`src/rtl/axi4_lite_pkg.sv`:
```
// Shared types for the posted-write store buffer: queued entry layout and issue FSM states.
// No logic here; widths match the store buffer's default parameters.
package axi4_lite_pkg;

  localparam int SB_ADDR_WIDTH = 32;
  localparam int SB_DATA_WIDTH = 32;
  localparam int WORD_LSB      = 2;

  typedef struct packed {
    logic [SB_ADDR_WIDTH-1:0]   addr;
    logic [SB_DATA_WIDTH-1:0]   data;
    logic [SB_DATA_WIDTH/8-1:0] strobe;
  } store_entry_t;

  typedef enum logic [1:0] {
    SB_IDLE  = 2'd0,
    SB_ISSUE = 2'd1,
    SB_BUSY  = 2'd2
  } sb_state_t;

endpackage

```
`src/rtl/sb_fifo.sv`:
```
// Generic DEPTH-entry FIFO with per-slot valid bits and a per-slot key field exported for comparators.
// Push lands in one cycle; head is read combinationally; the caller owns full/empty gating via count.
module sb_fifo #(
  parameter  int WIDTH   = 8,
  parameter  int DEPTH   = 4,
  parameter  int KEY_LSB = 0,
  parameter  int KEY_W   = 1,
  localparam int PW      = $clog2(DEPTH),
  localparam int CW      = PW + 1
) (
  input  logic                   clk,
  input  logic                   rst_n,
  input  logic                   push,
  input  logic [WIDTH-1:0]       push_dat,
  input  logic                   pop,
  output logic [WIDTH-1:0]       head_dat,
  output logic [DEPTH*KEY_W-1:0] keys,
  output logic [DEPTH-1:0]       valid,
  output logic [CW-1:0]          count
);

  logic [WIDTH-1:0] mem [DEPTH];
  logic [PW-1:0]    head;
  logic [PW-1:0]    tail;

  // Pointers wrap naturally at DEPTH (power of two); full vs empty comes from count.
  always_ff @(posedge clk or negedge rst_n) begin
    if (!rst_n) begin
      head  <= '0;
      tail  <= '0;
      count <= '0;
      valid <= '0;
    end else begin
      if (push) begin
        tail        <= tail + 1'b1;
        valid[tail] <= 1'b1;
      end
      if (pop) begin
        head        <= head + 1'b1;
        valid[head] <= 1'b0;
      end
      count <= count + CW'(push) - CW'(pop);
    end
  end

  always_ff @(posedge clk) begin
    if (push) mem[tail] <= push_dat;
  end

  always_comb begin
    head_dat = mem[head];
    keys     = '0;
    for (int i = 0; i < DEPTH; i++) begin
      keys[i*KEY_W +: KEY_W] = mem[i][KEY_LSB +: KEY_W];
    end
  end

endmodule

```
`src/rtl/axi4_lite_store_buffer.sv`:
```
// Posted-write store buffer: one-cycle store accept, FIFO issue to the write master, load hazard flag.
// Latency: first write_start one cycle after accept; st_ready drops at DEPTH entries including the in-flight one.
module axi4_lite_store_buffer
  import axi4_lite_pkg::*;
#(
  parameter  int ADDR_WIDTH = SB_ADDR_WIDTH,
  parameter  int DATA_WIDTH = SB_DATA_WIDTH,
  parameter  int DEPTH      = 4,
  localparam int STRB_W     = DATA_WIDTH / 8,
  localparam int CW         = $clog2(DEPTH) + 1
) (
  input  logic                  clk,
  input  logic                  rst_n,
  input  logic                  st_valid,
  input  logic [ADDR_WIDTH-1:0] st_addr,
  input  logic [DATA_WIDTH-1:0] st_data,
  input  logic [STRB_W-1:0]     st_strobe,
  output logic                  st_ready,
  input  logic [ADDR_WIDTH-1:0] ld_addr,
  output logic                  ld_hazard,
  output logic                  write_start,
  output logic [ADDR_WIDTH-1:0] write_addr,
  output logic [DATA_WIDTH-1:0] write_data,
  output logic [STRB_W-1:0]     write_strobe,
  input  logic                  write_busy,
  output logic [CW-1:0]         count,
  output logic                  empty
);

  localparam int EW      = $bits(store_entry_t);
  localparam int KEY_W   = ADDR_WIDTH - WORD_LSB;
  localparam int KEY_LSB = DATA_WIDTH + STRB_W + WORD_LSB;

  sb_state_t          state;
  sb_state_t          state_nxt;
  logic               push;
  logic               pop;
  logic               load;
  store_entry_t       push_ent;
  store_entry_t       head_ent;
  logic [EW-1:0]      head_raw;
  logic [DEPTH*KEY_W-1:0] ent_keys;
  logic [DEPTH-1:0]   ent_vld;
  logic               unused_ld_lsb;

  // Readiness looks only at the registered count, so a same-cycle pop never frees a slot early.
  assign st_ready = (count != CW'(DEPTH));
  // Zero-strobe stores are handshaken but never occupy an entry.
  assign push     = st_valid && st_ready && (st_strobe != '0);

  always_comb begin
    push_ent        = '0;
    push_ent.addr   = st_addr;
    push_ent.data   = st_data;
    push_ent.strobe = st_strobe;
  end

  assign head_ent = store_entry_t'(head_raw);

  sb_fifo #(
    .WIDTH   (EW),
    .DEPTH   (DEPTH),
    .KEY_LSB (KEY_LSB),
    .KEY_W   (KEY_W)
  ) u_fifo (
    .clk      (clk),
    .rst_n    (rst_n),
    .push     (push),
    .push_dat (push_ent),
    .pop      (pop),
    .head_dat (head_raw),
    .keys     (ent_keys),
    .valid    (ent_vld),
    .count    (count)
  );

  always_ff @(posedge clk or negedge rst_n) begin
    if (!rst_n) state <= SB_IDLE;
    else        state <= state_nxt;
  end

  // The head stays queued (and hazard-visible) until the master drops busy.
  always_comb begin
    state_nxt = state;
    load      = 1'b0;
    pop       = 1'b0;
    case (state)
      SB_IDLE: begin
        if (count != '0) begin
          load      = 1'b1;
          state_nxt = SB_ISSUE;
        end
      end
      SB_ISSUE: begin
        if (write_busy) state_nxt = SB_BUSY;
      end
      SB_BUSY: begin
        if (!write_busy) begin
          pop       = 1'b1;
          state_nxt = SB_IDLE;
        end
      end
      default: state_nxt = SB_IDLE;
    endcase
  end

  always_ff @(posedge clk or negedge rst_n) begin
    if (!rst_n) begin
      write_start  <= 1'b0;
      write_addr   <= '0;
      write_data   <= '0;
      write_strobe <= '0;
    end else begin
      write_start <= load;
      if (load) begin
        write_addr   <= head_ent.addr;
        write_data   <= head_ent.data;
        write_strobe <= head_ent.strobe;
      end
    end
  end

  always_comb begin
    ld_hazard = 1'b0;
    for (int i = 0; i < DEPTH; i++) begin
      if (ent_vld[i] && (ent_keys[i*KEY_W +: KEY_W] == ld_addr[ADDR_WIDTH-1:WORD_LSB])) begin
        ld_hazard = 1'b1;
      end
    end
  end

  // Byte offset within the word never participates in the hazard match.
  assign unused_ld_lsb = ^ld_addr[WORD_LSB-1:0];

  assign empty = (count == '0) && (state == SB_IDLE);

endmodule

```
`config.mk`:
```
export PLATFORM = sky130hd
export DESIGN_NAME = axi4_lite_store_buffer
export DESIGN_NICKNAME = d
export VERILOG_FILES = /design/src/rtl/axi4_lite_pkg.sv /design/src/rtl/sb_fifo.sv /design/src/rtl/axi4_lite_store_buffer.sv
export SDC_FILE = /design/constraint.sdc
export NUM_CORES = 1
export LEC_CHECK = 0
export CAP_MARGIN = 15
export CORE_MARGIN = 1
export CORE_UTILIZATION = 35
export CTS_CLUSTER_SIZE = 10
export DETAILED_ROUTE_END_ITERATION = 7
export PLACE_DENSITY = 0.64
export SYNTH_ARGS = -nofsm -noshare
export SYNTH_HDL_FRONTEND = slang
export SYNTH_SLANG_ARGS = --single-unit
```
`constraint.sdc`:
```
create_clock -name clk -period 4.2 [get_ports clk]
set_clock_uncertainty 0.2 [all_clocks]
set_input_delay 0.84 -clock clk [delete_from_list [all_inputs] [get_ports clk]]
set_output_delay 0.84 -clock clk [all_outputs]
set_load 0.01 [all_outputs]
```
==> impl_metrics.ini, run 1 <==
[status]
outcome = finished clean

[global_routing]
grt_start_max_net_pins = 58
grt_pass1_wl_um = 50900
number_of_global_route_vias_before_repair = 7847
track_usage_pct = 17.0
globalRoute.totalOverflow = 0
initial_antenna_violation_count = 10

[setup_path]
critical_path.endpoint_type = primary output
reg2regPathDepth = 3
setup.reg_to_reg.worst_slack_ns = 1.72
timing_worst_setup_path_type = input pin to primary output
cp.required_ns = 3.16
setup.worst_path.start = ld_addr[8]
worst_r2r_endpoint = write_addr[11]$_DFFE_PN0P_
timing.critical_path.from_type = input pin
critical_path_peak_fanout = 4
reg2reg_from = u_fifo.head[0]$_DFFE_PN0P_
arrival_ns = 3.07
slowest_stage = sky130_fd_sc_hd__clkdlybuf4s50_1
timing.critical_path.slowest_cell_delay_ns = 0.57
worstSetupEndpoint = ld_hazard
timing.critical_path.mode_cell = sky130_fd_sc_hd__nand4_1
cp_cell_sequence = clkdlybuf4s50_1 -> xnor2_1 -> nand4_1 -> nor4_1 -> nand4_1 -> nand4_1 -> clkdlybuf4s50_1

[place]
place.port_buffers = 176
weighted_congestion_reported_at_the_end_of_routability_driven_placement = 0.940
detailedPlacementHpwl_um = 24000
place_worst_setup_slack_ns = 0.0874
dp_cells = 1434

[run]
maxCapViolations = 0

[clock_tree]
max-clock-path-buffers = 3
number_of_clock_sinks = 354
cts-htree-levels = 2
cts.reportedPaths.clkPinSlew_ns = 0.06
clock_tree_from_tritoncts = yes
clock_latency_ns = 0.55
tritoncts.num_buffers = 42
clockRootBuffer = sky130_fd_sc_hd__clkbuf_16

[die]
start_util_pct = 35.9
io_pins = 179
rows = 73
chipHeight_um = 205
fp.dieW_um = 205
core-area_mm2 = 0.0401
die_area_mm2 = 0.0419

[pwr]
p_comb_share_pct = 31.5
maximum_ir_drop_on_the_vdd_rail_mv = 0.434
share_seq_of_total_power_pct = 41.8
p_leak_uw = 0.00622
total_net_switching_power_uw = 3650
powerDensity_mw_per_mm2 = 696
clkPwrFrac_pct = 26.6
internal_power_uw = 9080
swShare_pct = 28.7

[logic_synthesis]
netlist-cell-type-count = 26
synth.top_cells.by_area = sky130_fd_sc_hd__edfxtp_1, sky130_fd_sc_hd__dfrtp_1, sky130_fd_sc_hd__mux4_2
postSynthRegisterBits = 354
synth_top_cell_by_area = sky130_fd_sc_hd__edfxtp_1
post_synthesis_instance_area_mm2 = 0.0144
synthesis.instances = 739
synth_top_cell_area_share_pct = 56.8
synth.yosys.seq_area_share_pct = 71.1
syn_warnings = 0
syn-mean-instance-area_um2 = 19.5
syn-num-nets = 854

[final_layout]
area_growth_pct = 27.2
final_net_count = 1068
layout-drive-gt1-share_pct = 23.2
final_cell_count_no_fill = 1514

[timing]
period_share_pct = 98.0
final.setup.tns_ns = 0
final.min_clock_period_ns = 4.11
finalHoldViolCount = 0
final.setup.worst_slack_ns = 0.0851
setup_viol_count_final = 0
max_freq_ghz = 0.243
timing.slew.headroom_pct = 40.0
worst_pin_slew_ns = 0.900
maxSlewViolCount = 0

[detailed_routing]
detailroute.via_count = 7386
routedWlPerCell_um = 22.8
remaining_routing_drc_violations = 0
routed_via_density = 4.88
detailedRoute.firstIterationViolations = 548
drt_pass1_iterations = 5
detail-route-antenna-nets = 0
routed_wl_um = 34600

[hold_path]
hold_class = input pin to async pin
routing by layer:
metal  vias up  global-route usage [%]  wire length [um]
li1       3314                       -                 -
met1      3779                    21.5             14300
met2       213                    27.6             16700
met3        68                    6.01              2810
met4        12                    4.29               689
met5         -                       0                83
how the worst min path moves through the flow:
stage,start,endpoint,slack [ns],depth (start not counted)
final,rst_n,write_strobe[3]$_DFFE_PN0P_,0.18,1
after global routing,rst_n,write_strobe[1]$_DFFE_PN0P_,0.25,1
after CTS,rst_n,write_strobe[1]$_DFFE_PN0P_,0.22,1
after detailed placement,write_addr[6]$_DFFE_PN0P_,write_addr[6]$_DFFE_PN0P_,0.29,1
after global placement,write_data[3]$_DFFE_PN0P_,write_data[3]$_DFFE_PN0P_,0.29,1
after floorplan,u_fifo.valid[0]$_DFF_PN0_,u_fifo.valid[0]$_DFF_PN0_,0.30,1
critical path: cells and delay by family:
| kind | cells | cell delay, ns |
|---|---|---|
| XOR/XNOR | 1 | 0.31 |
| buffers and inverters | 2 | 1.11 |
| AND/OR/NAND/NOR | 4 | 0.81 |
state kept, by name (all words and copies together) (netlist names):
signal and count:
u_fifo.tail 2, write_start 1, u_fifo.head 2, state 2, write_strobe 4, u_fifo.valid 4, write_data 32, u_fifo.mem 272
write_addr 32, u_fifo.count 3
placed cells by master (no fill, tap or decap), types with 2 or more instances in the layout:
cell type                           n
sky130_fd_sc_hd__mux2_2            68
sky130_fd_sc_hd__buf_4             26
sky130_fd_sc_hd__clkdlybuf4s50_1  175
sky130_fd_sc_hd__mux4_2            68
sky130_fd_sc_hd__diode_2            3
sky130_fd_sc_hd__ha_1              10
sky130_fd_sc_hd__bufinv_16          2
sky130_fd_sc_hd__nand2b_1           2
sky130_fd_sc_hd__and2_4             4
sky130_fd_sc_hd__inv_1              9
sky130_fd_sc_hd__clkbuf_16         43
sky130_fd_sc_hd__clkbuf_1          29
sky130_fd_sc_hd__edfxtp_1         272
sky130_fd_sc_hd__nand4_1           25
sky130_fd_sc_hd__nor4_2             2
sky130_fd_sc_hd__dfrtp_1           80
sky130_fd_sc_hd__buf_12             8
sky130_fd_sc_hd__o21ai_0            3
sky130_fd_sc_hd__dfrtp_4            2
sky130_fd_sc_hd__nor4_1            14
sky130_fd_sc_hd__xnor2_2            3
sky130_fd_sc_hd__a2bb2oi_1          4
sky130_fd_sc_hd__nand2_1            3
sky130_fd_sc_hd__xnor2_1           77
sky130_fd_sc_hd__nor2_1             3
sky130_fd_sc_hd__xor2_1            44
metrics by stage:
stage	cell area (um2)	util [%]	hold WS, ns	power [uW]
global placement	17000	42.3	0.287	9460
CTS	18200	45.5	0.218	13000
global route	18300	45.6	0.246	13400
finish	18300	45.6	0.178	12700
floorplan	14400	-	0.304	7710
detailed placement	17000	42.3	0.292	9530
cell type report:
class                   count  area (um2)
fillers                  3470       21800
flip-flops and latches    354       10200
multi-input cells         337        3980
repair buffers            209        2110
clock buffers              73        1200
well taps                 525         657
clock inverters             4        72.6
inverters                   9        33.8
diodes                      3        7.51
synth_stat cells:
library cell,number
sky130_fd_sc_hd__dfrtp_1,82
sky130_fd_sc_hd__xor2_1,44
sky130_fd_sc_hd__o41ai_1,1
sky130_fd_sc_hd__nor3_1,1
sky130_fd_sc_hd__nand4_1,25
sky130_fd_sc_hd__a2bb2oi_1,4
sky130_fd_sc_hd__nand2_1,4
sky130_fd_sc_hd__o21ai_0,3
sky130_fd_sc_hd__a21oi_1,1
sky130_fd_sc_hd__clkbuf_1,22
sky130_fd_sc_hd__buf_6,1
sky130_fd_sc_hd__fa_1,1
sky130_fd_sc_hd__or3_1,1
sky130_fd_sc_hd__mux4_2,68
sky130_fd_sc_hd__and2_1,4
sky130_fd_sc_hd__buf_8,2
sky130_fd_sc_hd__mux2_2,68
sky130_fd_sc_hd__nand2b_1,2
sky130_fd_sc_hd__edfxtp_1,272
sky130_fd_sc_hd__xnor2_1,80
sky130_fd_sc_hd__inv_1,9
sky130_fd_sc_hd__buf_2,14
sky130_fd_sc_hd__ha_1,10
sky130_fd_sc_hd__nor4_1,16
sky130_fd_sc_hd__a21boi_0,1
sky130_fd_sc_hd__nor2_1,3
cell families after synthesis:
kind of cell | Yosys count | synth area share (%)
AO/OA/AOI/OAI | 10 | 0.496
XOR/XNOR | 124 | 7.55
adder cells (fa/ha/maj) | 11 | 1.01
buffers and inverters | 48 | 1.58
flip-flops | 354 | 71.1
multiplexers | 136 | 16.0
AND/OR/NAND/NOR | 56 | 2.31
timing repair:
item | 4_1_cts | 5_1_grt
hold buffers | 0 | 0
buffers inserted | 0 | 0
gates resized for setup | 0 | 5
setup endpoints to repair | 0 | 1
hold endpoints to repair | 0 | 0
power groups by stage:
stage / sequential (uW) / combinational, uW / clock [uW]
3_3_place_gp: 5380 / 4080 / 0
5_1_grt: 5440 / 4340 / 3630
4_1_cts: 5350 / 4130 / 3490
2_1_floorplan: 5340 / 2360 / 0
3_5_place_dp: 5410 / 4120 / 0
6_report: 5330 / 4020 / 3390
No activity file was read; power rests on OpenSTA's default activity.
==> inputs of run 2 (changes only) <==
CAP_MARGIN = 30   (was 15)
GPL_ROUTABILITY_DRIVEN = 1   (was not set)
==> run 2 against run 1 <==
  * Setup slack better by 0.0012 ns
  * Non-clock buffer count is 1 higher
  * Final cell count hardly changed
  * Clock power hardly changed
  * Critical path depth is 2 higher
  * Global-route usage stayed put
  * First-iteration DRC count is 9.5% lower
  * Maximum frequency hardly changed
  * Clock-buffer cell count stayed put
  * Die area stayed put
  * Total power hardly changed
  * Via count stayed put
  * Critical endpoint unchanged
  * Largest power group unchanged
==> impl_metrics.ini, run 2 (synthesis gave the netlist of run 1 again) <==
[detailed_routing]
routed_met2_length_um = 16600
detailroute.via_count = 7386
detail-route-antenna-nets = 0
drt-met1-wl_um = 14500
top_signal_layer_used = met5
detailedRoute.firstIterationViolations = 496
remaining_routing_drc_violations = 0
routed_wl_um = 34700
routedWlPerCell_um = 22.9
wl_met3_um = 2760
drt_pass1_iterations = 4
routed_via_density = 4.88

[timing]
worst_pin_slew_ns = 0.793
period_share_pct = 97.9
setup_viol_count_final = 0
timing.slew.headroom_pct = 47.2
finalHoldViolCount = 0
final.min_clock_period_ns = 4.11
final.setup.worst_slack_ns = 0.0862
holdWs_ns = 0.0945
final.setup.tns_ns = 0
maxSlewViolCount = 0
max_freq_ghz = 0.243

[run]
maxCapViolations = 0

[final_layout]
multi_input_area_mm2 = 0.00398
regArea_mm2 = 0.0102
layout-drive-gt1-share_pct = 23.3
layout_commonest_cell = sky130_fd_sc_hd__edfxtp_1
nFillCells = 3468
final_cell_count_no_fill = 1515
finish.instance_area_mm2 = 0.0183
largest-register = u_fifo.mem
largest_registers = u_fifo.mem (272), write_addr (32), write_data (32)
largest_reg_flops = 272
final_net_count = 1069
final_cell_mix = sky130_fd_sc_hd__edfxtp_1, sky130_fd_sc_hd__clkdlybuf4s50_1, sky130_fd_sc_hd__dfrtp_1
area_growth_pct = 27.4

[die]
die_area_mm2 = 0.0419
rows = 73
fp.dieW_um = 205
core-area_mm2 = 0.0401
start_util_pct = 35.9
io_pins = 179
chipHeight_um = 205

[pwr]
maximum_ir_drop_on_the_vdd_rail_mv = 0.434
powerDensity_mw_per_mm2 = 696
p_leak_uw = 0.00623

[clock_tree]
clockRootBuffer = sky130_fd_sc_hd__clkbuf_16
cts-htree-levels = 2
cts_hold_buffers = 0
tritoncts.num_buffers = 42
clock_tree_from_tritoncts = yes
max-clock-path-buffers = 3
clock_latency_ns = 0.55
number_of_clock_sinks = 354
cts.reportedPaths.clkPinSlew_ns = 0.05

[place]
place_worst_setup_slack_ns = 0.0874
dp_cells = 1434
detailedPlacementHpwl_um = 24000
placed_area_mm2 = 0.0170
place.port_buffers = 176
weighted_congestion_reported_at_the_end_of_routability_driven_placement = 0.940

[setup_path]
critical_path_peak_fanout = 2
critical_path_buf_inv_count = 4
timing.critical_path.slowest_cell_delay_ns = 0.58
cp.required_ns = 3.16
timing.critical_path.mode_cell = sky130_fd_sc_hd__nand4_1
cp_cell_sequence = clkdlybuf4s50_1 -> xnor2_1 -> buf_4 -> nand4_1 -> nor4_2 -> buf_4 -> nand4_1 -> nand4_1 -> clkdlybuf4s50_1
critical_path.endpoint_type = primary output
path_delay_family = buffers and inverters
arrival_ns = 3.07
slowest_stage = sky130_fd_sc_hd__clkdlybuf4s50_1
timing_worst_setup_path_type = input pin to primary output
timing.critical_path.from_type = input pin

[global_routing]
globalRoute.totalOverflow = 0
number_of_global_route_vias_before_repair = 7847
track_usage_pct = 17.0
grt_pass1_wl_um = 50900
initial_antenna_violation_count = 10
grt_start_max_net_pins = 58

[hold_path]
hold_class = input pin to async pin

[status]
outcome = finished clean
-- run 2: metrics by stage --
stage               power, uW  util, %
CTS                     13000     45.5
detailed placement       9530     42.3
finish                  12700     45.7
floorplan                7710        -
global route            13400     45.7
global placement         9460     42.3
-- run 2: timing repair --
item	4_1_cts	5_1_grt
buffers inserted	0	0
endpoints found under the hold margin	0	0
endpoints found under the setup margin	0	1
resized for setup	0	5
-- run 2: cell type report --
cell class | instances | area share [%]
clock inverter | 4 | 0.396
timing repair buffer | 210 | 11.7
multi-input combinational | 337 | 21.8
clock buffer | 73 | 6.54
antenna | 3 | 0.0410
tap | 525 | 3.59
inverter | 9 | 0.184
sequential | 354 | 55.8
-- run 2: final timing paths --
path	end	from	slack [ns]	cells after the start
setup / recovery	ld_hazard	ld_addr[21]	0.09	9
hold / removal	write_strobe[1]$_DFFE_PN0P_	rst_n	0.09	2
setup reg to reg	write_addr[11]$_DFFE_PN0P_	u_fifo.head[0]$_DFFE_PN0P_	1.72	3
hold reg to reg	write_addr[6]$_DFFE_PN0P_	write_addr[6]$_DFFE_PN0P_	0.30	1
max in group asynchronous	write_data[23]$_DFFE_PN0P_	rst_n	3.12	3
min in group clk	write_addr[6]$_DFFE_PN0P_	write_addr[6]$_DFFE_PN0P_	0.30	1
-- run 2: per-layer routing --
| layer | vias up | GRT usage, % |
|---|---|---|
| met2 | 201 | 27.6 |
| met4 | 12 | 4.29 |
| met5 | - | 0 |
| li1 | 3316 | - |
| met3 | 71 | 6.01 |
| met1 | 3786 | 21.5 |
-- run 2: report_power, final --
group | total [uW] | switching (uW) | internal [uW]
combinational | 4030 | 1750 | 2270
sequential | 5330 | 561 | 4770
clock | 3390 | 1340 | 2050
==> RTL change 1, RTL diff (config.mk and constraints of run 1) <==
The package constant `SB_DATA_WIDTH` goes from 32 to 36.
--- a/src/rtl/axi4_lite_pkg.sv
+++ b/src/rtl/axi4_lite_pkg.sv
@@ -3,7 +3,7 @@
 package axi4_lite_pkg;
 
   localparam int SB_ADDR_WIDTH = 32;
-  localparam int SB_DATA_WIDTH = 32;
+  localparam int SB_DATA_WIDTH = 36;
   localparam int WORD_LSB      = 2;
 
   typedef struct packed {
Ports: changed (resized st_data and write_data); port bits go from 179 to 187. No check against the original RTL was run, so the function may have changed too.
==> RTL change 1 against run 1 <==
  * Wire length up 4.9%
  * Synthesized area is 6.1% higher
  * Maximum frequency fell by 0.39%
  * Critical path depth up 1
  * Design area grew 4.9%
  * Setup slack got worse by 0.016 ns
  * Via count up 4.7%
  * Sequential cell count rose by 20
  * Hold slack lost 0.030 ns
  * Power rose by 5.8%
  * Critical path type unchanged
  * Critical endpoint unchanged
  * Largest power group unchanged
  * Highest routed layer unchanged
==> RTL change 1: results (changes against run 1) <==
dpl cell area = 17800 um2 (+4.7%)
post-DP HPWL = 23200 um (-3.4%)
met1 wire length = 16000 um (+11%)
asr flop ratio synth = 23.0% (-0.17 points)
sequential fraction of the synthesis area = 70.8% (-0.29 points)
Synth Net Count = 887 (+3.9%)
Area contributors post-synth = edfxtp_1 57%, dfrtp_1 14%, mux4_2 10%, mux2_2 5.0%, xnor2_1 4.6%
commonest cells in the netlist = 288 x edfxtp_1, 86 x dfrtp_1, 80 x xnor2_1
met2 Use GR = 25.8% (-1.9 points)
Largest stage delay, worst path = 0.60 ns (+0.03 ns)
Yosys cell types = 30 (+15%)
Max rail drop VDD = 472 uV (+8.8%)
Avg WL per Cell = 22.6 um (-1.1%)
DR vias/cell = 4.82 (-1.3%)
clock buffer count from CTS = 45 (+7.1%)
met2 WL = 17000 um (+2.0%)
Rel. slew slack = 36.2% (-3.8 points)
pre-CTS WS = 0.0382 ns (-0.0492 ns)
M3 GR Usage = 4.68% (-1.3 points)
biggest regs = u_fifo.mem: 288 flops, write_data: 36 flops, write_addr: 32 flops
RePlAce Congestion = 0.792 (-16%)
worst flop-to-flop path endpoint = u_fifo.mem[2][54]$_DFFE_PP_
DRT Pass-1 Iters = 7 (+2)
WHS = 0.148 ns (-0.0300 ns)
largest delay contributor family on the critical path = buffers and inverters
CP Data Arrival Time = 3.09 ns (+0.02 ns)
GR Layer Usage met1 = 22.5% (+1.0 points)
Final min period = 4.13 ns (+0.0160 ns)
First DRT Iteration DRCs = 558 (+1.8%)
layout cells sized above 1 = 22.3% (-0.88 points)
Routed WL = 36300 um (+4.9%)
Layout Nets = 1100 (+3.0%)
r2r setup slk = 1.69 ns (-0.03 ns)
Yosys Warn Count = 0 (unchanged)
r2r worst-path depth = 4 (+1)
Max FO, Critical Path = 4 (unchanged)
internal power = 9.59 mW (+5.6%)
crit path from = ld_addr[30]
GRT Overall Usage = 16.7% (-0.31 points)
metal3 WL = 2390 um (-15%)
status = complete, no violations
Post-Syn Instances = 768 (+3.9%)
first-pass GRT wire length = 53200 um (+4.5%)
leak pwr = 6.50 nW (+4.6%)
cell total after placement = 1519 (+5.9%)
IO Port Bufs = 184 (+4.5%)
largest net degree at the start of global routing = 55 (-5.2%)
==> RTL change 1: power by group through the flow <==
stage | clock network (mW) | registers (mW) | logic [mW]
finish | 3.64 | 5.60 | 4.23
global route | 3.87 | 5.72 | 4.57
CTS | 3.76 | 5.62 | 4.36
detailed placement | 0 | 5.68 | 4.34
global placement | 0 | 5.64 | 4.30
floorplan | 0 | 5.64 | 2.71
==> RTL change 1: layout make-up <==
cell class | instances | area (um2)
clock inverters | 4 | 53.8
well taps | 585 | 732
fillers | 3754 | 23900
inverters | 9 | 33.8
multi-input cells | 345 | 4130
clock buffers | 78 | 1320
diodes | 5 | 12.5
flip-flops and latches | 374 | 10800
repair buffers | 206 | 2090
==> RTL change 1: logic make-up after synthesis <==
group | synth area share (%)
mux | 16.1
xor+xnor | 7.12
fa+ha+maj | 0.951
buf+inv | 2.38
compound gates | 0.467
flops | 70.8
simple gates | 2.19
==> RTL change 2, RTL diff (settings of run 1) <==
Without the edit above. Make the reset (`rst_n`) synchronous in 3 clocked blocks.
--- a/src/rtl/sb_fifo.sv
+++ b/src/rtl/sb_fifo.sv
@@ -24,7 +24,7 @@
   logic [PW-1:0]    tail;
 
   // Pointers wrap naturally at DEPTH (power of two); full vs empty comes from count.
-  always_ff @(posedge clk or negedge rst_n) begin
+  always_ff @(posedge clk) begin
     if (!rst_n) begin
       head  <= '0;
       tail  <= '0;
--- a/src/rtl/axi4_lite_store_buffer.sv
+++ b/src/rtl/axi4_lite_store_buffer.sv
@@ -74,7 +74,7 @@
     .count    (count)
   );
 
-  always_ff @(posedge clk or negedge rst_n) begin
+  always_ff @(posedge clk) begin
     if (!rst_n) state <= SB_IDLE;
     else        state <= state_nxt;
   end
@@ -104,7 +104,7 @@
     endcase
   end
 
-  always_ff @(posedge clk or negedge rst_n) begin
+  always_ff @(posedge clk) begin
     if (!rst_n) begin
       write_start  <= 1'b0;
       write_addr   <= '0;
Behaviour: differs if rst_n is asserted again (counterexample within 4 cycles, from zero or initial values and one cycle with rst_n low); with rst_n held inactive, the same outputs for 4 cycles.
==> RTL change 2 against run 1 <==
  * Sequential cell count stayed put
  * Highest routed layer unchanged
  * First-iteration DRC count fell by 22%
  * Setup slack better by 0.0065 ns
  * Count of clock-buffer cells in the layout rose by 1
  * Largest power group unchanged
  * Die area increased by 0.33%
  * Power fell by 19%
  * Design area fell by 0.92%
  * Wire length is 2.7% higher
  * Synthesized area grew 0.33%
  * Critical path depth is the same
==> RTL change 2: results (changes against run 1) <==
status = complete, no violations
postcts setup bufs = 0 (unchanged)
Max rail drop VDD = 330 uV (-24%)
commonest cells in the netlist = 272 x edfxtp_1, 142 x nand2_1, 82 x dfxtp_1
Rel. slew slack = 35.0% (-5.0 points)
largest net degree at the start of global routing = 70 (+21%)
first-pass GRT wire length = 52300 um (+2.7%)
GRT Overall Usage = 17.3% (+0.29 points)
worst hold path class = flop to flop
Layout Nets = 1210 (+13%)
Area contributors post-synth = edfxtp_1 57%, dfxtp_1 11%, mux4_2 11%, xnor2_1 4.9%, nand2_1 3.7%
asr flop ratio synth = 0% (-23 points)
sequential fraction of the synthesis area = 68.0% (-3.1 points)
Fill cells = 3687 (+6.3%)
leak pwr = 5.85 nW (-5.9%)
IO Port Bufs = 176 (unchanged)
layout cells sized above 1 = 13.8% (-9.4 points)
Post-synth EDFFs = 272 (unchanged)
Routed WL = 35500 um (+2.7%)
Synth Net Count = 1019 (+19%)
post-DP HPWL = 23400 um (-2.7%)
First DRT Iteration DRCs = 430 (-22%)
CP Data Arrival Time = 3.07 ns (about the same)
DR vias/cell = 4.84 (-0.71%)
RePlAce Congestion = 0.870 (-7.4%)
biggest regs = u_fifo.mem: 272 flops, write_addr: 32 flops, write_data: 32 flops
P_sw = 2.89 mW (-21%)
Yosys cell types = 34 (+31%)
vias in the first global route = 8317 (+6.0%)
DRT Pass-1 Iters = 4 (-1)
initial antenna violation count = 4 (-6)
CTS Root Cell = clkbuf_16
RTL change 2: changes by cell type in the layout (fill, tap and decap cells not counted), sizes merged, moves of 3 or more:
cell | before | now
dfxtp | 0 | 82
mux2 | 68 | 0
and2 | 4 | 10
o211a | 0 | 4
buf | 34 | 28
a21boi | 1 | 68
nand2 | 4 | 143
dfrtp | 82 | 0
a2bb2oi | 4 | 0
o21ai | 3 | 0
RTL change 2: path summary, 6_finish.rpt:
check	from	slack, ns	to	cells after the start
setup / recovery	ld_addr[2]	0.09	ld_hazard	7
hold reg to reg	write_addr[15]$_SDFFE_PN0P_	0.25	write_addr[15]$_SDFFE_PN0P_	2
hold / removal	write_addr[15]$_SDFFE_PN0P_	0.25	write_addr[15]$_SDFFE_PN0P_	2
setup reg to reg	u_fifo.head[0]$_SDFFE_PN0P_	1.78	write_data[12]$_SDFFE_PN0P_	4
RTL change 2: metal layers:
metal  global-route usage [%]  routed length, um
met1                     22.5              15400
met2                     28.0              17200
met3                     4.14               2080
met4                     6.03                743
met5                        0                 57
RTL change 2: power groups by stage:
stage,Combinational (mW),Clock (mW),Sequential [mW]
global route,2.57,3.55,4.63
floorplan,1.18,0,4.72
global placement,2.39,0,4.63
finish,2.35,3.33,4.57
detailed placement,2.40,0,4.65
CTS,2.41,3.43,4.58
RTL change 2: cells by family after synthesis:
group,Yosys count,synth area share [%]
muxes,70,10.8
DFF,354,68.0
xor gates and xnor gates,124,7.53
AOI/OAI and AO/OA,76,4.02
and+or+nand+nor,205,6.42
adders and majority gates,11,1.01
buffers and inverters,64,2.27
RTL change 2: final cells by class:
class	count	area (um2)	area share (%)
tap	532	666	3.67
clock buffer	74	1240	6.87
antenna	1	2.50	0.0138
multi-input combinational	486	4310	23.8
sequential	354	9820	54.2
inverter	8	30.0	0.166
timing repair buffer	203	2030	11.2
clock inverter	2	11.3	0.0622
RTL change 2: stage by stage:
stage | hold WS, ns | power [mW] | instance area, um2 | cells | setup slack [ns]
floorplan | 0.272 | 5.90 | 14400 | 904 | 0.749
global placement | 0.244 | 7.02 | 16800 | 1583 | 0.0836
detailed placement | 0.246 | 7.05 | 16800 | 1583 | 0.0722
CTS | 0.254 | 10.4 | 18100 | 1659 | 0.0688
global route | 0.270 | 10.8 | 18100 | 1659 | 0.00260
finish | 0.250 | 10.3 | 18100 | 1660 | 0.0916
RTL change 2: critical path, stage by stage:
cell,delay (ns)
clkdlybuf4s50_1,0.52
xnor2_1,0.29
nand4_1,0.17
nor4_1,0.36
nand4_1,0.13
nand4_1,0.18
clkdlybuf4s50_1,0.57
